`src/rtl/instr_sequencer.sv`:
```
// ---------------------------------------------------------------------------
// instr_sequencer
//
// Multi-cycle control FSM for an RV32I datapath. It walks each instruction
// through FETCH / DECODE / EXEC / MEM / WB and handshakes with the
// instruction and data memories. It produces the per-phase enables: IR load,
// PC update, register write and memory request. The combinational decoder
// beside it supplies the datapath selects; this block supplies only timing.
//
// Handshake semantics: a request output (imem_req / dmem_req) is held high
// for as long as the FSM sits in the phase that owns it. The matching
// *_ready input completes the transfer in the cycle it is seen high. A
// *_ready input is ignored in every other phase.
//
// Optional feature (macro SEQ_PERF_CNT_EN): adds the retired_cnt and
// cycle_cnt performance counter outputs.
//
// Parameters:
//   DATA_WIDTH  instruction word width (default 32)
//   CNT_WIDTH   width of the optional performance counters (default 32)
//
// Ports:
//   clk         core clock
//   rst         synchronous active-high reset
//   run         enable, sampled only at instruction boundaries
//   instr       instruction word from instruction memory
//   imem_ready  instruction memory data valid
//   imem_req    instruction fetch request
//   ir_we       load instruction register
//   dmem_ready  data memory access complete
//   dmem_req    data memory request
//   dmem_we     data memory write (store)
//   reg_we      register file write enable
//   pc_we       PC update, one pulse per retired instruction
//   halt        sticky halt (ecall/ebreak/illegal)
//   illegal     sticky, the halt was caused by an unknown opcode
//   state       current FSM state, for debug
//   retired_cnt (SEQ_PERF_CNT_EN) count of pc_we pulses
//   cycle_cnt   (SEQ_PERF_CNT_EN) count of cycles outside IDLE and HALT
// ---------------------------------------------------------------------------
module instr_sequencer #(
   parameter int DATA_WIDTH = 32,
   parameter int CNT_WIDTH  = 32
) (
   input  logic                  clk,
   input  logic                  rst,
   input  logic                  run,
   input  logic [DATA_WIDTH-1:0] instr,
   input  logic                  imem_ready,
   output logic                  imem_req,
   output logic                  ir_we,
   input  logic                  dmem_ready,
   output logic                  dmem_req,
   output logic                  dmem_we,
   output logic                  reg_we,
   output logic                  pc_we,
   output logic                  halt,
   output logic                  illegal,
   output logic [2:0]            state
`ifdef SEQ_PERF_CNT_EN
   ,
   output logic [CNT_WIDTH-1:0]  retired_cnt,
   output logic [CNT_WIDTH-1:0]  cycle_cnt
`endif
);

   typedef enum logic [2:0] {
      S_IDLE   = 3'd0,
      S_FETCH  = 3'd1,
      S_DECODE = 3'd2,
      S_EXEC   = 3'd3,
      S_MEM    = 3'd4,
      S_WB     = 3'd5,
      S_HALT   = 3'd6
   } state_t;

   localparam logic [6:0] OP_ALU    = 7'b0110011;
   localparam logic [6:0] OP_ALUI   = 7'b0010011;
   localparam logic [6:0] OP_LOAD   = 7'b0000011;
   localparam logic [6:0] OP_STORE  = 7'b0100011;
   localparam logic [6:0] OP_BRANCH = 7'b1100011;
   localparam logic [6:0] OP_JAL    = 7'b1101111;
   localparam logic [6:0] OP_JALR   = 7'b1100111;
   localparam logic [6:0] OP_LUI    = 7'b0110111;
   localparam logic [6:0] OP_AUIPC  = 7'b0010111;
   localparam logic [6:0] OP_SYSTEM = 7'b1110011;

   state_t     state_q, state_d;
   logic [6:0] op_q, op_d;

   // Only the opcode field is needed here; the rest belongs to the decoder.
   logic unused_instr_bits;
   assign unused_instr_bits = ^instr[DATA_WIDTH-1:7];

   logic is_store, is_load, is_known;
   assign is_store = (op_q == OP_STORE);
   assign is_load  = (op_q == OP_LOAD);

   always_comb begin
      is_known = 1'b0;
      case (op_q)
         OP_ALU, OP_ALUI, OP_LOAD, OP_STORE, OP_BRANCH,
         OP_JAL, OP_JALR, OP_LUI, OP_AUIPC: is_known = 1'b1;
         default:                           is_known = 1'b0;
      endcase
   end

   // Raw (pre-reset-gating) enables, combinational from state, held op and
   // the ready inputs.
   logic imem_req_raw, ir_we_raw, dmem_req_raw, dmem_we_raw;
   logic reg_we_raw, pc_we_raw, halt_raw, illegal_raw;

   always_comb begin
      imem_req_raw = 1'b0;
      ir_we_raw    = 1'b0;
      dmem_req_raw = 1'b0;
      dmem_we_raw  = 1'b0;
      reg_we_raw   = 1'b0;
      pc_we_raw    = 1'b0;
      halt_raw     = 1'b0;
      illegal_raw  = 1'b0;
      case (state_q)
         S_FETCH: begin
            imem_req_raw = 1'b1;
            ir_we_raw    = imem_ready;
         end
         S_EXEC: begin
            pc_we_raw = (op_q == OP_BRANCH);
         end
         S_MEM: begin
            dmem_req_raw = 1'b1;
            dmem_we_raw  = is_store;
            pc_we_raw    = is_store & dmem_ready;
         end
         S_WB: begin
            reg_we_raw = 1'b1;
            pc_we_raw  = 1'b1;
         end
         S_HALT: begin
            // HALT is left only through rst, so both flags are sticky.
            halt_raw    = 1'b1;
            illegal_raw = (op_q != OP_SYSTEM);
         end
         default: ;
      endcase
   end

   // rst dominates: nothing is enabled in a reset cycle, even mid-access.
   assign imem_req = imem_req_raw & ~rst;
   assign ir_we    = ir_we_raw    & ~rst;
   assign dmem_req = dmem_req_raw & ~rst;
   assign dmem_we  = dmem_we_raw  & ~rst;
   assign reg_we   = reg_we_raw   & ~rst;
   assign pc_we    = pc_we_raw    & ~rst;
   assign halt     = halt_raw     & ~rst;
   assign illegal  = illegal_raw  & ~rst;
   assign state    = rst ? 3'd0 : state_q;

   // Next state. The pc_we cycle is the instruction boundary, the only
   // point at which run is consulted.
   always_comb begin
      state_d = state_q;
      op_d    = op_q;
      case (state_q)
         S_IDLE: begin
            if (run) state_d = S_FETCH;
         end
         S_FETCH: begin
            if (imem_ready) begin
               op_d    = instr[6:0];
               state_d = S_DECODE;
            end
         end
         S_DECODE: begin
            if (op_q == OP_SYSTEM || !is_known) state_d = S_HALT;
            else                                state_d = S_EXEC;
         end
         S_EXEC: begin
            if (is_load || is_store)    state_d = S_MEM;
            else if (op_q == OP_BRANCH) state_d = run ? S_FETCH : S_IDLE;
            else                        state_d = S_WB;
         end
         S_MEM: begin
            if (dmem_ready) begin
               if (is_store) state_d = run ? S_FETCH : S_IDLE;
               else          state_d = S_WB;
            end
         end
         S_WB: begin
            state_d = run ? S_FETCH : S_IDLE;
         end
         S_HALT: begin
            state_d = S_HALT;
         end
         default: begin
            // Code 7 is unreachable; recover to IDLE if it ever appears.
            state_d = S_IDLE;
         end
      endcase
   end

   always_ff @(posedge clk) begin
      if (rst) begin
         state_q <= S_IDLE;
         op_q    <= 7'd0;
      end else begin
         state_q <= state_d;
         op_q    <= op_d;
      end
   end

`ifdef SEQ_PERF_CNT_EN
   logic [CNT_WIDTH-1:0] retired_q, cycle_q;

   // Both counters wrap naturally past all-ones.
   always_ff @(posedge clk) begin
      if (rst) begin
         retired_q <= '0;
         cycle_q   <= '0;
      end else begin
         if (pc_we_raw)
            retired_q <= retired_q + 1'b1;
         if (state_q != S_IDLE && state_q != S_HALT)
            cycle_q <= cycle_q + 1'b1;
      end
   end

   assign retired_cnt = retired_q;
   assign cycle_cnt   = cycle_q;
`else
   logic [CNT_WIDTH-1:0] unused_cnt_width;
   assign unused_cnt_width = '0;
`endif

endmodule

```
`config.mk`:
```
export PLATFORM = sky130hd
export DESIGN_NAME = instr_sequencer
export DESIGN_NICKNAME = d
export VERILOG_FILES = /design/src/rtl/instr_sequencer.sv
export SDC_FILE = /design/constraint.sdc
export NUM_CORES = 1
export LEC_CHECK = 0
export CAP_MARGIN = 20
export CORE_ASPECT_RATIO = 0.75
export CORE_MARGIN = 2
export CORE_UTILIZATION = 35
export CTS_CLUSTER_SIZE = 28
export DETAILED_ROUTE_END_ITERATION = 10
export PLACE_DENSITY = 0.82
export SYNTH_ARGS = -nofsm -noshare
export SYNTH_HDL_FRONTEND = slang
export SYNTH_SLANG_ARGS = --single-unit
```
`constraint.sdc`:
```
create_clock -name clk -period 2.73 [get_ports clk]
set_clock_uncertainty 0.05 [all_clocks]
set_input_delay 0.6825 -clock clk [delete_from_list [all_inputs] [get_ports clk]]
set_output_delay 0.6825 -clock clk [all_outputs]
set_load 0.05 [all_outputs]
```
==> impl_metrics.yaml, run 1 <==
drt:
  drcViolationCount: 0
  routed_wirelength_um: 1869
  drt-pass1-iter-count: 4
  drt-vias-per-instance: 5.386
  initialDrtViolationCount: 39
  ant_nets: 0
  wl_per_cell_um: 14.16
  vias: 711
cells_and_area:
  layout_common_cells: "13 x nor2_1, 10 x dfxtp_1, 10 x buf_12"
  antenna_cells: 0
  final_nets: 148
  drive_gt1_share_pct: 29.09
  area_delta_synth_final_pct: 75.29
  stdcell_count: 132
  final_common_cell: "nor2_1"
cts:
  tritoncts: "done"
  cts-root-buf: "clkbuf_4"
  clock_path_buffers: 2
  h-tree-depth: 1
  cts_setup_buffers: 0
  clock_latency_ns: 0.27
  path_clk_slew_ns: 0.07
  cts_made_buffers: 3
  holdBufCountCts: 0
  cts_sinks: 10
logic_synthesis:
  syn_area_um2: 643.1
  synth_cells: 81
  ys_seq_area_share_pct: 31.13
  synth_edf_count: 0
  synth-async-reset-ratio_pct: 0
  synth_area_per_cell_um2: 7.940
  ys_ff_latch: 10
  yosys-top-cells-area: "dfxtp_1 31%, mux2i_1 11%, nor2_1 7.6%"
  synth_top_area_cell: "dfxtp_1"
  synth_top_flop_cell: "dfxtp_1"
  synth_top_area_share_pct: 31.13
  ys_types: 29
  ys.warnings.count: 0
  synth_fp_nets: 118
global_route:
  grt_first_pass_wirelength_um: 3146
  grt_pass1_vias: 694
  track_usage_pct: 20.84
  grt_max_degree: 13
  antenna_found_initial: 0
  gr-total-overflow: 0
timing:
  post-route-min-period_ns: 2.632
  setup_tns_ns: 0
  setup_viol: 0
  worst_pin_slew_ns: 0.5474
  relSlewSlack_pct: 63.45
  final-hold-violation-count: 0
  fin_crit_sh_pct: 96.42
  max_clock_freq_ghz: 0.3799
  finalMaxSlewViolations: 0
  rsz0062_at_grt: "no"
setup_path:
  cpLargestDelayFamily: "flip-flops"
  crit_buf_inv: 1
  cp.required_ns: 2.00
  critPathLaunchType: "flop"
  cp_cell_sequence: "nand2b_2 > nor4b_4 > a31oi_1 > o32ai_2 > clkbuf_16"
  slowest_stage: "dfxtp_1"
  cp_max_fo: 8
  arrival_ns: 1.90
  cp-end-kind: "primary output"
  max_stage_delay_ns: 0.51
  crit_type: "reg2out"
die:
  io_pins: 48
  dieArea_um2: 2200
  die_x_um: 53.50
  rows: 13
  core-area_um2: 1724
  die_h_um: 41.13
  start_util_pct: 37.30
flow_run:
  maxCapViolations: 0
outcome:
  outcome: "finished clean"
placement:
  port_buffers: 22
  globalplace.congestion: 0.8120
  hpwl_um: 1355
  place_inst: 128
power:
  finalPower_w: 0.0005081
  vdd_ir_drop_max_uv: 346.4
  leakage_nw: 0.4644
  power.density_nw_per_um2: 450.7
worst_hold_path:
  worstHoldPathType: "reg2reg"
layer usage:
metal  up-vias  wire length, µm  global-route usage [%]
li1        348                -                       -
met1       329              742                   24.41
met2        32              990                   37.04
met3         2              123                   6.204
met4         0               13                   7.051
met5         -                0                       0
timing repair:
| action | 4_1_cts | 5_1_grt |
|---|---|---|
| pin swaps | 1 | 1 |
| resized for setup | 1 | 5 |
| cloned | 0 | 0 |
| endpoints found under the setup margin | 1 | 2 |
| hold endpoints to repair | 0 | 0 |
path summary, 6_finish.rpt:
check	start	endpoint	slack [ns]	depth (start not counted)
hold reg to reg	op_q[0]	op_q[0]	0.49	2
setup / recovery	state_q[2]	pc_we	0.1	5
hold / removal	op_q[0]	op_q[0]	0.49	2
setup reg to reg	state_q[0]	op_q[6]	1.11	3
where the power goes:
group | internal, W | total [W] | switching (W)
logic | 0.0000922 | 0.000185 | 0.0000924
registers | 0.000160 | 0.000191 | 0.0000308
clock network | 0.0000810 | 0.000132 | 0.0000514
kinds of logic after synthesis:
group	after synthesis	synth area share [%]
buffers and inverters	9	6.030
multiplexers	7	10.90
AND/OR/NAND/NOR	38	34.83
flip-flops	10	31.13
AO/OA/AOI/OAI	17	17.12
sequential cells by signal, indices dropped and copies added (netlist names):
name / flops
op_q: 7
state_q: 3
per-stage QoR:
stage / setup WS, ns / hold slack [ns] / utilization, % / instance area [µm²]
floorplan: -0.1477 / 0.4247 / - / 665.6
global placement: 0.01465 / 0.4454 / 61.47 / 1060
detailed placement: -0.04289 / 0.4648 / 61.47 / 1060
CTS: 0.06169 / 0.4885 / 63.93 / 1102
global route: 0.02300 / 0.5184 / 65.38 / 1127
finish: 0.09763 / 0.4947 / 65.38 / 1127
worst min-delay path: cells and delay by family, from the launching register on:
kind	cells	cell delay [ns]
flip-flops	1	0.35
multiplexers	1	0.08
AND/OR/NAND/NOR	1	0.08
layout make-up:
type                    instances  area, µm²
multi-input cells              62      447.9
clock buffers                   4      36.28
fillers                       148      596.8
well taps                      22      27.53
flip-flops and latches         10      200.2
inverters                       4      15.01
repair buffers                 30      400.4
synthesized netlist by cell type (2+ instances only):
library cell	n
o2bb2ai_1	2
dfxtp_1	10
o21ai_0	3
and3_1	2
nor2_1	13
nand2_1	5
nor3_1	3
nor2b_1	4
inv_1	4
buf_2	4
and2_1	2
a31oi_1	2
mux2i_1	7
a21oi_1	5
No activity file was read; power rests on OpenSTA's default activity.
==> run 2: changes to the inputs <==
--- a/config.mk
+++ b/config.mk
@@ -5,13 +5,14 @@
 export SDC_FILE = /design/constraint.sdc
 export NUM_CORES = 1
 export LEC_CHECK = 0
+export ABC_AREA = 1
 export CAP_MARGIN = 20
 export CORE_ASPECT_RATIO = 0.75
 export CORE_MARGIN = 2
-export CORE_UTILIZATION = 35
+export CORE_UTILIZATION = 37
 export CTS_CLUSTER_SIZE = 28
 export DETAILED_ROUTE_END_ITERATION = 10
-export PLACE_DENSITY = 0.82
+export PLACE_DENSITY = 0.84
 export SYNTH_ARGS = -nofsm -noshare
 export SYNTH_HDL_FRONTEND = slang
 export SYNTH_SLANG_ARGS = --single-unit
==> run 2 against run 1 <==
Compared with the run above: critical path depth is 1 lower; count of clock-buffer cells in the layout shrank 1; clock power shrank 19%; non-clock buffer count down 4; critical path type is now in2out; routed wire length up 1.3%.
==> impl_metrics.yaml, run 2 <==
outcome:
  outcome: "finished clean"
cells_and_area:
  drive_gt1_share_pct: 22.79
  largest_reg_flops: 7
  layout_common_cells: "25 x nand2_1, 13 x nor2_1, 13 x nand3_1"
  final_util_pct: 62.25
  area_delta_synth_final_pct: 56.35
  final_nets: 175
  largest_register: "op_q"
  antenna_cells: 0
  final_common_cell: "nand2_1"
  reg.largest.list: "op_q x7, state_q x3"
timing:
  relSlewSlack_pct: 75.03
  fin_crit_sh_pct: 94.09
  setup_viol: 0
  holdWs_ns: 0.4218
  timing.final.ws_setup_ns: 0.1613
  post-route-min-period_ns: 2.569
  finalMaxSlewViolations: 0
  final-hold-violation-count: 0
  worst_pin_slew_ns: 0.3740
  rsz0062_at_grt: "no"
  max_clock_freq_ghz: 0.3893
setup_path:
  cp-end-kind: "primary output"
  reg2reg_slack_ns: 1.30
  r2r_start: "state_q[0]"
  crit_type: "in2out"
  cp_max_fo: 7
  r2r-end: "op_q[3]"
  cp.required_ns: 2.00
  r2r_cells: 6
  critPathLaunchType: "primary input"
  arrival_ns: 1.84
cts:
  clock_latency_ns: 0.28
  path_clk_slew_ns: 0.06
  holdBufCountCts: 0
  cts_made_buffers: 3
  cts-root-buf: "clkbuf_4"
  h-tree-depth: 1
  cts_repair_resize_count: 0
  cts_setup_buffers: 0
  cts_sinks: 10
  clock_path_buffers: 2
  tritoncts: "done"
logic_synthesis:
  synth.most_common_cell: "nand2_1"
  synth_edf_count: 0
  ys_ff_latch: 10
  ys.warnings.count: 0
  synthMuxAreaShare_pct: 0
  synth_top_family_by_area: "simple AND/OR/NAND/NOR gates"
  synthAdderAreaFrac_pct: 0
  ys_types: 23
  synth_area_per_cell_um2: 6.301
  synth_fp_nets: 148
  synth_top_area_cell: "dfxtp_1"
  yosys-top-cells-area: "dfxtp_1 29%, nand2_1 13%, nand3_1 9.3%"
  synth_simple_gate_area_share_pct: 44.72
  ys_top_cells_by_count: "25 x nand2_1, 13 x nand3_1, 13 x nor2_1, 12 x inv_1, 10 x dfxtp_1"
  synth_top_flop_cell: "dfxtp_1"
  synth_xor_area_share_pct: 0
  synth_cells: 111
  synth_compound_gate_area_share_pct: 14.85
  synth_top_area_share_pct: 28.62
  synth-async-reset-ratio_pct: 0
  ys_seq_area_share_pct: 28.62
  syn_area_um2: 699.4
global_route:
  grt_pass1_vias: 778
  track_usage_pct: 20.00
  antenna_found_initial: 0
  gr-total-overflow: 0
  grt_max_degree: 12
  grt_first_pass_wirelength_um: 3243
drt:
  initialDrtViolationCount: 20
  wl_per_cell_um: 11.98
  drt-pass1-iter-count: 4
  routed_wirelength_um: 1893
  ant_nets: 0
  vias: 820
  drcViolationCount: 0
  drt-vias-per-instance: 5.190
placement:
  preCtsSetupSlack_ns: 0.1433
  hpwl_um: 1535
  globalplace.congestion: 0.8462
  port_buffers: 22
worst_hold_path:
  holdCritStartpoint: "op_q[0]"
  hold_end: "op_q[0]"
  min_delay_path_depth: 2
  worstHoldPathType: "reg2reg"
die:
  core-area_um2: 1757
  io_pins: 48
  die_x_um: 54.21
  dieArea_um2: 2258
  start_util_pct: 39.81
  die_h_um: 41.65
  rows: 13
power:
  finalPower_w: 0.0006845
  power.density_nw_per_um2: 626.0
  leakage_nw: 0.4478
  vdd_ir_drop_max_uv: 357.8
flow_run:
  maxCapViolations: 0
==> run 2: cell count changes in the layout (fill, tap and decap cells not counted), moves of 7 or more <==
| cell | previous run | this run |
|---|---|---|
| nand3_1 | 0 | 13 |
| inv_1 | 4 | 12 |
| nand2_1 | 5 | 25 |
| mux2i_1 | 7 | 0 |
==> run 2: per-stage QoR <==
step	TNS, ns	instance area, µm²	instances
after CTS	0	1094	158
after floorplan	-0.2826	713.2	111
after detailed placement	0	1071	155
after global placement	0	1071	155
final	0	1094	158
after global routing	0	1094	158
==> run 2: cells by family (layout without fill, tap and decap cells) <==
kind of cell           after synthesis  after routing
AO/OA/AOI/OAI                       17             17
buffers and inverters               18             43
flip-flops                          10             10
AND/OR/NAND/NOR                     66             66
==> run 2: worst max-delay path: stages <==
cell and delay, ns:
clkdlybuf4s50_1 0.45, buf_4 0.18, nor3_1 0.34, buf_12 0.19
==> run 2: how the worst max path moves through the flow <==
stage,start,to,slack (ns)
2_1_floorplan,rst,illegal,-0.28
3_3_place_gp,rst,dmem_we,0.16
3_5_place_dp,rst,dmem_we,0.14
4_1_cts,rst,dmem_we,0.14
5_1_grt,rst,dmem_we,0.09
6_report,rst,dmem_we,0.16
==> run 2: cell type report <==
cell class	instances	area [µm²]
Sequential cell	10	200.2
Timing Repair Buffer	26	360.3
Clock buffer	3	22.52
Tap cell	22	27.53
Fill cell	166	663.1
Multi-Input combinational cell	83	430.4
Inverter	14	52.55
==> run 2: report_power, final <==
group | internal (W) | total [W] | leakage [nW] | switching (W)
clock | 0.0000511 | 0.000107 | 0.0138 | 0.0000556
combinational | 0.000146 | 0.000360 | 0.352 | 0.000213
sequential | 0.000178 | 0.000218 | 0.0816 | 0.0000399
==> run 2: routing by layer <==
layer / global-route usage (%) / vias to the layer above / wire (µm)
met2: 29.16 / 25 / 850
li1: - / 419 / -
met4: 12.00 / 0 / 55
met3: 6.835 / 7 / 99
met5: 0 / - / 0
met1: 24.83 / 369 / 889
==> run 3: changes to the inputs <==
--- a/config.mk
+++ b/config.mk
@@ -10,7 +10,7 @@
 export CORE_ASPECT_RATIO = 0.75
 export CORE_MARGIN = 2
 export CORE_UTILIZATION = 37
-export CTS_CLUSTER_SIZE = 28
+export CTS_CLUSTER_SIZE = 16
 export DETAILED_ROUTE_END_ITERATION = 10
 export PLACE_DENSITY = 0.84
 export SYNTH_ARGS = -nofsm -noshare
==> results of run 3 <==
The final DEF is identical to that of run 2; final timing and power are the same.
